### src/rtl/serial_sub.sv
// Bit-serial 8-bit subtractor: one bit per clock, LSB first, eight RUN cycles
// per operation, with borrow, signed overflow and zero flags on completion.
module serial_sub (
    input  logic       clk,
    input  logic       rst,
    input  logic       start,
    input  logic [7:0] a,
    input  logic [7:0] b,
    output logic       busy,
    output logic [7:0] diff,
    output logic       bout,
    output logic       ovf,
    output logic       zero,
    output logic       done
);

    typedef enum logic {
        IDLE = 1'b0,
        RUN  = 1'b1
    } state_t;

    state_t      r_state;
    state_t      w_state_next;

    logic [7:0]  r_a_sh;
    logic [7:0]  r_b_sh;
    logic [7:0]  r_res;
    logic        r_br;
    logic [2:0]  r_cnt;
    logic        r_a7;
    logic        r_b7;

    logic [7:0]  r_diff;
    logic        r_bout;
    logic        r_ovf;
    logic        r_zero;
    logic        r_done;

    logic        w_accept;
    logic        w_finish;
    logic        w_last;
    logic        w_ai;
    logic        w_bi;
    logic        w_d;
    logic        w_br_next;
    logic [7:0]  w_res_next;

    // One full-subtractor slice operating on the current LSBs
    assign w_ai       = r_a_sh[0];
    assign w_bi       = r_b_sh[0];
    assign w_d        = w_ai ^ w_bi ^ r_br;
    assign w_br_next  = (~w_ai & w_bi) | (~(w_ai ^ w_bi) & r_br);
    assign w_res_next = {w_d, r_res[7:1]};
    assign w_last     = (r_cnt == 3'd7);

    always_ff @(posedge clk) begin
        if (rst) begin
            r_state <= IDLE;
        end else begin
            r_state <= w_state_next;
        end
    end

    always_comb begin
        w_state_next = r_state;
        w_accept     = 1'b0;
        w_finish     = 1'b0;
        case (r_state)
            IDLE: begin
                if (start) begin
                    w_state_next = RUN;
                    w_accept     = 1'b1;
                end
            end
            RUN: begin
                if (w_last) begin
                    w_state_next = IDLE;
                    w_finish     = 1'b1;
                end
            end
            default: begin
                w_state_next = IDLE;
            end
        endcase
    end

    // Operand shifters, borrow chain and partial result
    always_ff @(posedge clk) begin
        if (rst) begin
            r_a_sh <= 8'h00;
            r_b_sh <= 8'h00;
            r_res  <= 8'h00;
            r_br   <= 1'b0;
            r_cnt  <= 3'd0;
            r_a7   <= 1'b0;
            r_b7   <= 1'b0;
        end else if (w_accept) begin
            r_a_sh <= a;
            r_b_sh <= b;
            r_res  <= 8'h00;
            r_br   <= 1'b0;
            r_cnt  <= 3'd0;
            r_a7   <= a[7];
            r_b7   <= b[7];
        end else if (r_state == RUN) begin
            r_a_sh <= {1'b0, r_a_sh[7:1]};
            r_b_sh <= {1'b0, r_b_sh[7:1]};
            r_res  <= w_res_next;
            r_br   <= w_br_next;
            r_cnt  <= r_cnt + 3'd1;
        end
    end

    // Result flags only change on completion; a new start leaves them intact
    always_ff @(posedge clk) begin
        if (rst) begin
            r_diff <= 8'h00;
            r_bout <= 1'b0;
            r_ovf  <= 1'b0;
            r_zero <= 1'b0;
            r_done <= 1'b0;
        end else begin
            r_done <= w_finish;
            if (w_finish) begin
                r_diff <= w_res_next;
                r_bout <= w_br_next;
                r_ovf  <= (r_a7 != r_b7) && (w_res_next[7] != r_a7);
                r_zero <= (w_res_next == 8'h00);
            end
        end
    end

    assign busy = (r_state == RUN);
    assign diff = r_diff;
    assign bout = r_bout;
    assign ovf  = r_ovf;
    assign zero = r_zero;
    assign done = r_done;

endmodule

### config.mk
export PLATFORM = sky130hd
export DESIGN_NAME = serial_sub
export DESIGN_NICKNAME = d
export VERILOG_FILES = /design/src/rtl/serial_sub.sv
export SDC_FILE = /design/constraint.sdc
export NUM_CORES = 1
export LEC_CHECK = 0
export ABC_AREA = 1
export BUFFER_PORTS_ARGS = -buffer_cell sky130_fd_sc_hd__buf_4
export CAP_MARGIN = 0
export CELL_PAD_IN_SITES_DETAIL_PLACEMENT = 0
export CELL_PAD_IN_SITES_GLOBAL_PLACEMENT = 2
export CORE_MARGIN = 2
export CORE_UTILIZATION = 33
export DETAILED_ROUTE_END_ITERATION = 10
export GPL_TIMING_DRIVEN = 0
export MAX_ROUTING_LAYER = met4
export PLACE_DENSITY = 0.85
export REMOVE_ABC_BUFFERS = 1
export SLEW_MARGIN = 20
export SYNTH_ARGS = -nofsm -noshare
export SYNTH_HDL_FRONTEND = slang
export SYNTH_SLANG_ARGS = --single-unit
### constraint.sdc
create_clock -name clk -period 2.6 [get_ports clk]
set_clock_uncertainty 0.05 [all_clocks]
set_input_delay 0.52 -clock clk [delete_from_list [all_inputs] [get_ports clk]]
set_output_delay 0.52 -clock clk [all_outputs]
set_load 0.005 [all_outputs]
Word-level counts from Yosys, hierarchy flattened

Cells that the tools add are included.

Flip-flop bits (word level): 43
Logic and storage cells: 39
Output and inout bits: 13

Multiplexer cells: 10
Bitwise operators: 8
Reductions and logical operators: 4
$add $sub $neg: 1
Equal/unequal tests: 3

Operators with widths:

| operator              | number |
|---|---|
| $mux W8               | 4 |
| $logic_not A8 Y1      | 1 |
| $mux W1               | 5 |
| $add A3 B1 Y3 const B | 1 |
| $eq A3 B3 Y1 const B  | 1 |
| $not A1 Y1            | 3 |
| $and A1 B1 Y1         | 2 |
| $ne A1 B1 Y1          | 2 |
| $pmux W1 S2           | 1 |
| $reduce_bool A2 Y1    | 1 |
| $reduce_or A2 Y1      | 1 |
| $xor A1 B1 Y1         | 2 |
| $logic_and A1 B1 Y1   | 1 |
| $or A1 B1 Y1          | 1 |

Depth between registers and ports, before layout

Gate-level depths: netlist of run 1.

Word-level depth: 4
Gate-level depth with buffers: 8
Gate-level depth less buffers: 7

Worst setup path after synthesis of run 1

No wires, ideal clock.

Path type: in2reg
From: in start
To: reg r_cnt[0]
Data arrival time: 1132 ps
Path slack: 1301 ps
Library setup time: 117 ps
Stages: 5
Path through: buf_2 -> inv_1 -> o21ai_2 -> buf_2 -> nor2_1

Longest elaborated chain between the ends: 3

RTL lines:

| element                    | RTL line | RTL |
|---|---|---|
| from (decl)                | 6        | `input logic start,` |
| $mux W1                    | 70       | `if (start) begin` |
| $mux W1                    | 68       | `case (r_state)` |
| $reduce_or A2 Y1 (no line) | --       |  |
| to (signal assigned)       | 110      | `r_cnt <= r_cnt + 3'd1;` |
| to (decl)                  | 29       | `logic [2:0] r_cnt;` |

No other way between the ends.
A chain may end at the register's enable or synchronous reset.

Worst setup path after layout of run 1

From: reg r_state, in the netlist busy
To: out busy

RTL lines:

| element                | RTL line | RTL |
|---|---|---|
| from (decl)            | 22       | `state_t r_state;` |
| from (signal assigned) | 60       | `r_state <= w_state_next;` |
| to (decl)              | 9        | `output logic busy,` |

No word-level cell between the ends.

==> results of run 1 <==
==> logic make-up (layout without fill, tap and decap cells) <==
kind of cell,after synthesis,after routing,share of synthesized area (%)
and+or+nand+nor,139,139,33.64
buffers and inverters,36,63,10.46
adders and majority gates,3,3,2.560
xor gates and xnor gates,1,1,0.4980
DFF,42,42,47.80
AOI/OAI and AO/OA,17,17,5.049
==> layer usage <==
metal  global-route usage, %  routed length (um)  vias to the layer above
met5                       -                   0                        -
met4                   6.429                  72                        0
met3                   3.529                 170                        6
met2                   21.93                1622                       32
met1                   14.82                1570                      661
li1                        -                   -                      790
==> synth_stat cells <==
cell type	instances	area, um2
nand2_4	1	11.26
buf_4	3	22.52
o21ai_2	1	8.760
inv_4	1	6.260
a21oi_1	10	50.05
buf_6	4	45.04
o21ai_1	1	5.000
nand3_1	33	165.2
nand2_1	93	349.1
or2_0	1	6.260
dfxtp_1	42	840.8
nor3_1	1	5.000
fa_1	1	20.02
inv_1	21	78.83
ha_1	2	25.02
nor2_2	1	6.260
nor2_1	7	26.28
o21ai_0	5	25.02
nor2_4	2	22.52
buf_1	1	3.750
inv_2	2	7.510
xnor2_1	1	8.760
buf_2	4	20.02
==> flip-flops by register name (all words and copies together) (netlist names) <==
| signal | flops |
|---|---|
| r_a7 | 1 |
| r_b_sh | 8 |
| done | 1 |
| zero | 1 |
| r_cnt | 3 |
| r_br | 1 |
| bout | 1 |
| diff | 8 |
| busy | 1 |
| r_b7 | 1 |
| ovf | 1 |
| r_res | 7 |
| r_a_sh | 8 |
==> power by group <==
part / total (mW) / internal, mW / switching [mW] / leakage, nW
clock network: 0.634 / 0.410 / 0.225 / 0.0714
registers: 0.684 / 0.663 / 0.0209 / 0.342
logic: 0.109 / 0.0477 / 0.0613 / 0.628
total: 1.43 / 1.12 / 0.307 / 1.04
==> layout make-up <==
class	instances	share of cell area, %
Multi-Input combinational cell	160	34.45
Inverter	24	4.343
Tap cell	70	4.108
Timing Repair Buffer	31	10.92
Sequential cell	42	39.50
Clock inverter	2	2.817
Clock buffer	6	3.873
==> path summary, 6_finish.rpt <==
check                from  slack (ps)       to
setup / recovery     busy         730     busy
hold / removal        rst         380     busy
setup reg to reg     busy        1070     r_br
hold reg to reg   diff[1]         400  diff[1]
==> metrics by stage <==
| stage | worst slack, ps | hold slack [ps] | total power, mW |
|---|---|---|---|
| floorplan | 999.3 | 392.0 | 0.7604 |
| global placement | 542.6 | 380.5 | 0.8114 |
| detailed placement | 994.6 | 383.1 | 0.8119 |
| CTS | 703.4 | 380.0 | 1.450 |
| global route | 645.2 | 365.4 | 1.496 |
| finish | 731.0 | 379.1 | 1.427 |
==> impl_metrics.yaml, run 1 <==
finish:
  fin_nets: 286
  final_common_cell: "nand2_1"
  postLayoutCoreUtil_pct: 41.48
  area_delta_synth_final_pct: 21.19
  stdcell_count: 335
  antenna_cells: 0
  multi_input_area_um2: 734.5
  regArea_um2: 842.1
  layout_common_cells: "nand2_1 (93), dfxtp_1 (41), nand3_1 (33)"
  design_area_um2: 2132
  layout-drive-gt1-share_pct: 18.11
  fill_cells: 590
setup_path:
  path_cells: "buf_4"
  cp.depth: 1
  path_max_fanout: 30
  cp_top_family: "flip-flops"
  r2r_cells: 3
  worst_setup_path_end_kind: "output port"
  crit_buf_inv: 1
  cp-start-kind: "flip-flop"
  crit_path_top_delay_cell: "dfxtp_2"
  cp.required_ps: 2030
  slowest_delay_ps: 770
  worst-setup-path-type: "flip-flop to output port"
  cp.arrival_ps: 1300
yosys:
  ys_ff_latch: 42
  syn_avg_cell_area_um2: 7.392
  ys_types: 23
  ys_seq_area_share_pct: 47.80
  ys_warn_count: 0
  mappedNetlistArea_um2: 1759
  syn_inst: 238
floorplanning:
  fp.dieW_um: 77.01
  io_pins: 32
  start_util_pct: 34.23
  die_area_um2: 5931
  core-area_um2: 5140
  die_y_um: 77.01
  core.rowCount: 26
timing:
  fin_crit_ps: 1869
  period_share_pct: 71.88
  final_max_slew_viol_count: 0
  final-setup-viol-count: 0
  worst_pin_slew_ps: 666.9
  max-slew-margin-rel_pct: 55.54
  fin_tns_setup_ps: 0
  fmax_mhz: 535.0
  rsz0062_at_grt: "false"
  hold_viol_final: 0
routing:
  wl_per_cell_um: 10.26
  routed_wl_mm: 3.436
  antenna_left: 0
  dr.pass1.iters: 4
  via_per_inst: 4.445
  first_iter_violations: 63
  drc: 0
  num_vias: 1489
clock_tree:
  clk_pin_slew_ps: 80
  numCtsBuffers: 5
  cts_tree: "yes"
  clockBufferDepth: 2
  cts_resized: 0
  clkSinkCount: 42
  htree_levels: 2
  clock-root-buffer: "clkbuf_8"
  postCtsHoldBufs: 0
  post-cts-setup-buffers: 0
  clock_latency_ps: 290
hold_path:
  whs_path_depth: 2
  hold_class: "input pin to flip-flop"
placement:
  gp_congestion: 0.6861
  place_area_um2: 1989
  port_buffers: 31
  dp_hpwl_mm: 2.248
  dp.cells: 327
power:
  power.density_nw_per_um2: 669.3
  ir_drop_mv: 0.3972
  p_leak_nw: 1.041
global_routing:
  grt_usage_pct: 13.24
  antenna_found_initial: 0
  grt.overflow.total: 0
  grt_pass1_vias: 1422
  grt_max_degree: 31
  grt_pass1_wl_mm: 6.099
outcome:
  status: "completed"
job:
  maxCapViolations: 0
No activity file was read; power rests on OpenSTA's default activity.
==> inputs of run 2 (changes only) <==
--- a/config.mk
+++ b/config.mk
@@ -11,11 +11,11 @@
 export CELL_PAD_IN_SITES_DETAIL_PLACEMENT = 0
 export CELL_PAD_IN_SITES_GLOBAL_PLACEMENT = 2
 export CORE_MARGIN = 2
-export CORE_UTILIZATION = 33
+export CORE_UTILIZATION = 27
 export DETAILED_ROUTE_END_ITERATION = 10
 export GPL_TIMING_DRIVEN = 0
 export MAX_ROUTING_LAYER = met4
-export PLACE_DENSITY = 0.85
+export PLACE_DENSITY = 0.75
 export REMOVE_ABC_BUFFERS = 1
 export SLEW_MARGIN = 20
 export SYNTH_ARGS = -nofsm -noshare
==> constraint.sdc (replaced) <==
create_clock -name clk -period 1.5 [get_ports clk]
set_clock_uncertainty 0.05 [all_clocks]
set_input_delay 0.3 -clock clk [delete_from_list [all_inputs] [get_ports clk]]
set_output_delay 0.3 -clock clk [all_outputs]
set_load 0.005 [all_outputs]
==> impl_metrics.yaml, run 2 (synthesis results as in run 1) <==
hold_path:
  hold_class: "input pin to flip-flop"
global_routing:
  grt_usage_pct: 11.33
  grt_pass1_vias: 1351
  antenna_found_initial: 0
  grt_pass1_wl_mm: 6.230
  grt_max_degree: 31
  grt.overflow.total: 0
routing:
  dr.pass1.iters: 4
  drc: 0
  via_per_inst: 4.319
  first_iter_violations: 75
  routed_wl_mm: 3.975
  antenna_left: 0
  num_vias: 1490
  wl_per_cell_um: 11.52
finish:
  area_delta_synth_final_pct: 21.27
  layout-drive-gt1-share_pct: 19.03
  final_common_cell: "nand2_1"
  fin_nets: 289
  stdcell_count: 345
  layout_common_cells: "nand2_1 (93), dfxtp_1 (41), nand3_1 (33)"
  design_area_um2: 2133
  antenna_cells: 0
  postLayoutCoreUtil_pct: 33.79
placement:
  place_area_um2: 1998
  place_worst_setup_slack_ps: -51.48
  dp.cells: 334
  dp_hpwl_mm: 2.438
  port_buffers: 31
  gp_congestion: 0.6907
setup_path:
  worst-setup-path-type: "flip-flop to flip-flop"
  slowest_delay_ps: 500
  crit_path_frequent_cell: "inv_1"
  cp.required_ps: 1650
  cp-start-kind: "flip-flop"
  path_cells: "inv_1 > fa_1 > inv_1 > o21ai_0 > nand3_1 > nand2_1"
  worst_setup_path_end_kind: "flip-flop"
  crit_path_top_delay_cell: "fa_1"
  path_max_fanout: 4
  cp.arrival_ps: 1530
power:
  ir_drop_mv: 0.3720
  finalPower_mw: 2.123
  p_leak_nw: 1.032
  power.density_nw_per_um2: 995.4
clock_tree:
  clock_latency_ps: 300
  cts_tree: "yes"
  clk_pin_slew_ps: 90
  clock-root-buffer: "clkbuf_8"
  clkSinkCount: 42
  clockBufferDepth: 2
  numCtsBuffers: 5
  htree_levels: 2
floorplanning:
  io_pins: 32
  die_y_um: 84.72
  core-area_um2: 6314
  die_area_um2: 7177
  core.rowCount: 29
  start_util_pct: 27.86
  fp.dieW_um: 84.72
timing:
  whs_ps: 209.5
  worst_pin_slew_ps: 534.4
  final_max_slew_viol_count: 0
  period_share_pct: 92.12
  fin_crit_ps: 1382
  worst_slack_ps: 118.3
  max-slew-margin-rel_pct: 64.37
  fmax_mhz: 723.7
  hold_viol_final: 0
  fin_tns_setup_ps: 0
  rsz0062_at_grt: "false"
  final-setup-viol-count: 0
outcome:
  status: "completed"
job:
  maxCapViolations: 0
run 2: cell count changes in the layout (fill, tap and decap cells not counted), sizes merged:
cell      previous run  this run
clkinvlp             0         1
nor2                10        11
buf                 31        33
bufinv               2         0
clkinv               0         2
clkbuf               6         5
run 2: path summary, 6_finish.rpt:
kind / start / endpoint / slack [ps] / cells past startpoint
worst max-delay path: r_b_sh[0] / ovf / 120 / 6
worst min-delay path: b[7] / r_b_sh[7] / 210 / 3
worst max register to register: r_b_sh[0] / ovf / 120 / 6
worst min register to register: diff[4] / diff[4] / 400 / 2
run 2: where the power goes:
part / internal, mW / leakage [nW] / switching, mW / total [mW]
Sequential: 1.15 / 0.342 / 0.0298 / 1.18
Clock: 0.327 / 0.0441 / 0.410 / 0.737
Combinational: 0.0866 / 0.646 / 0.122 / 0.208
run 2: routing by layer:
metal  global-route usage (%)  part of all wire (%)
met1                    14.00                    49
met5                        -                     0
met3                    2.753                   4.5
met2                    18.11                    46
met4                    3.896                   1.2
run 2: area by class of cell:
| class | count | area [um2] |
|---|---|---|
| Multi-Input combinational cell | 161 | 745.7 |
| Clock buffer | 5 | 68.82 |
| Tap cell | 77 | 96.34 |
| Fill cell | 700 | 4180 |
| Clock inverter | 3 | 21.27 |
| Timing Repair Buffer | 33 | 264.0 |
| Inverter | 24 | 92.59 |
| Sequential cell | 42 | 844.6 |
run 2: worst max-delay path: cells and delay by family (launching register included):
kind | cells | cell delay [ps]
adder cells (fa/ha/maj) | 1 | 500
AND/OR/NAND/NOR | 2 | 140
flip-flops | 1 | 340
AO/OA/AOI/OAI | 1 | 80
buffers and inverters | 2 | 170
run 2: what timing repair did:
item / CTS / global route
buffers inserted: 0 / 2
gates resized for setup: 2 / 0
setup endpoints to repair: 27 / 3
pin swaps: 0 / 2
hold endpoints to repair: 0 / 0
hold buffers: 0 / 0
gates cloned: 0 / 1
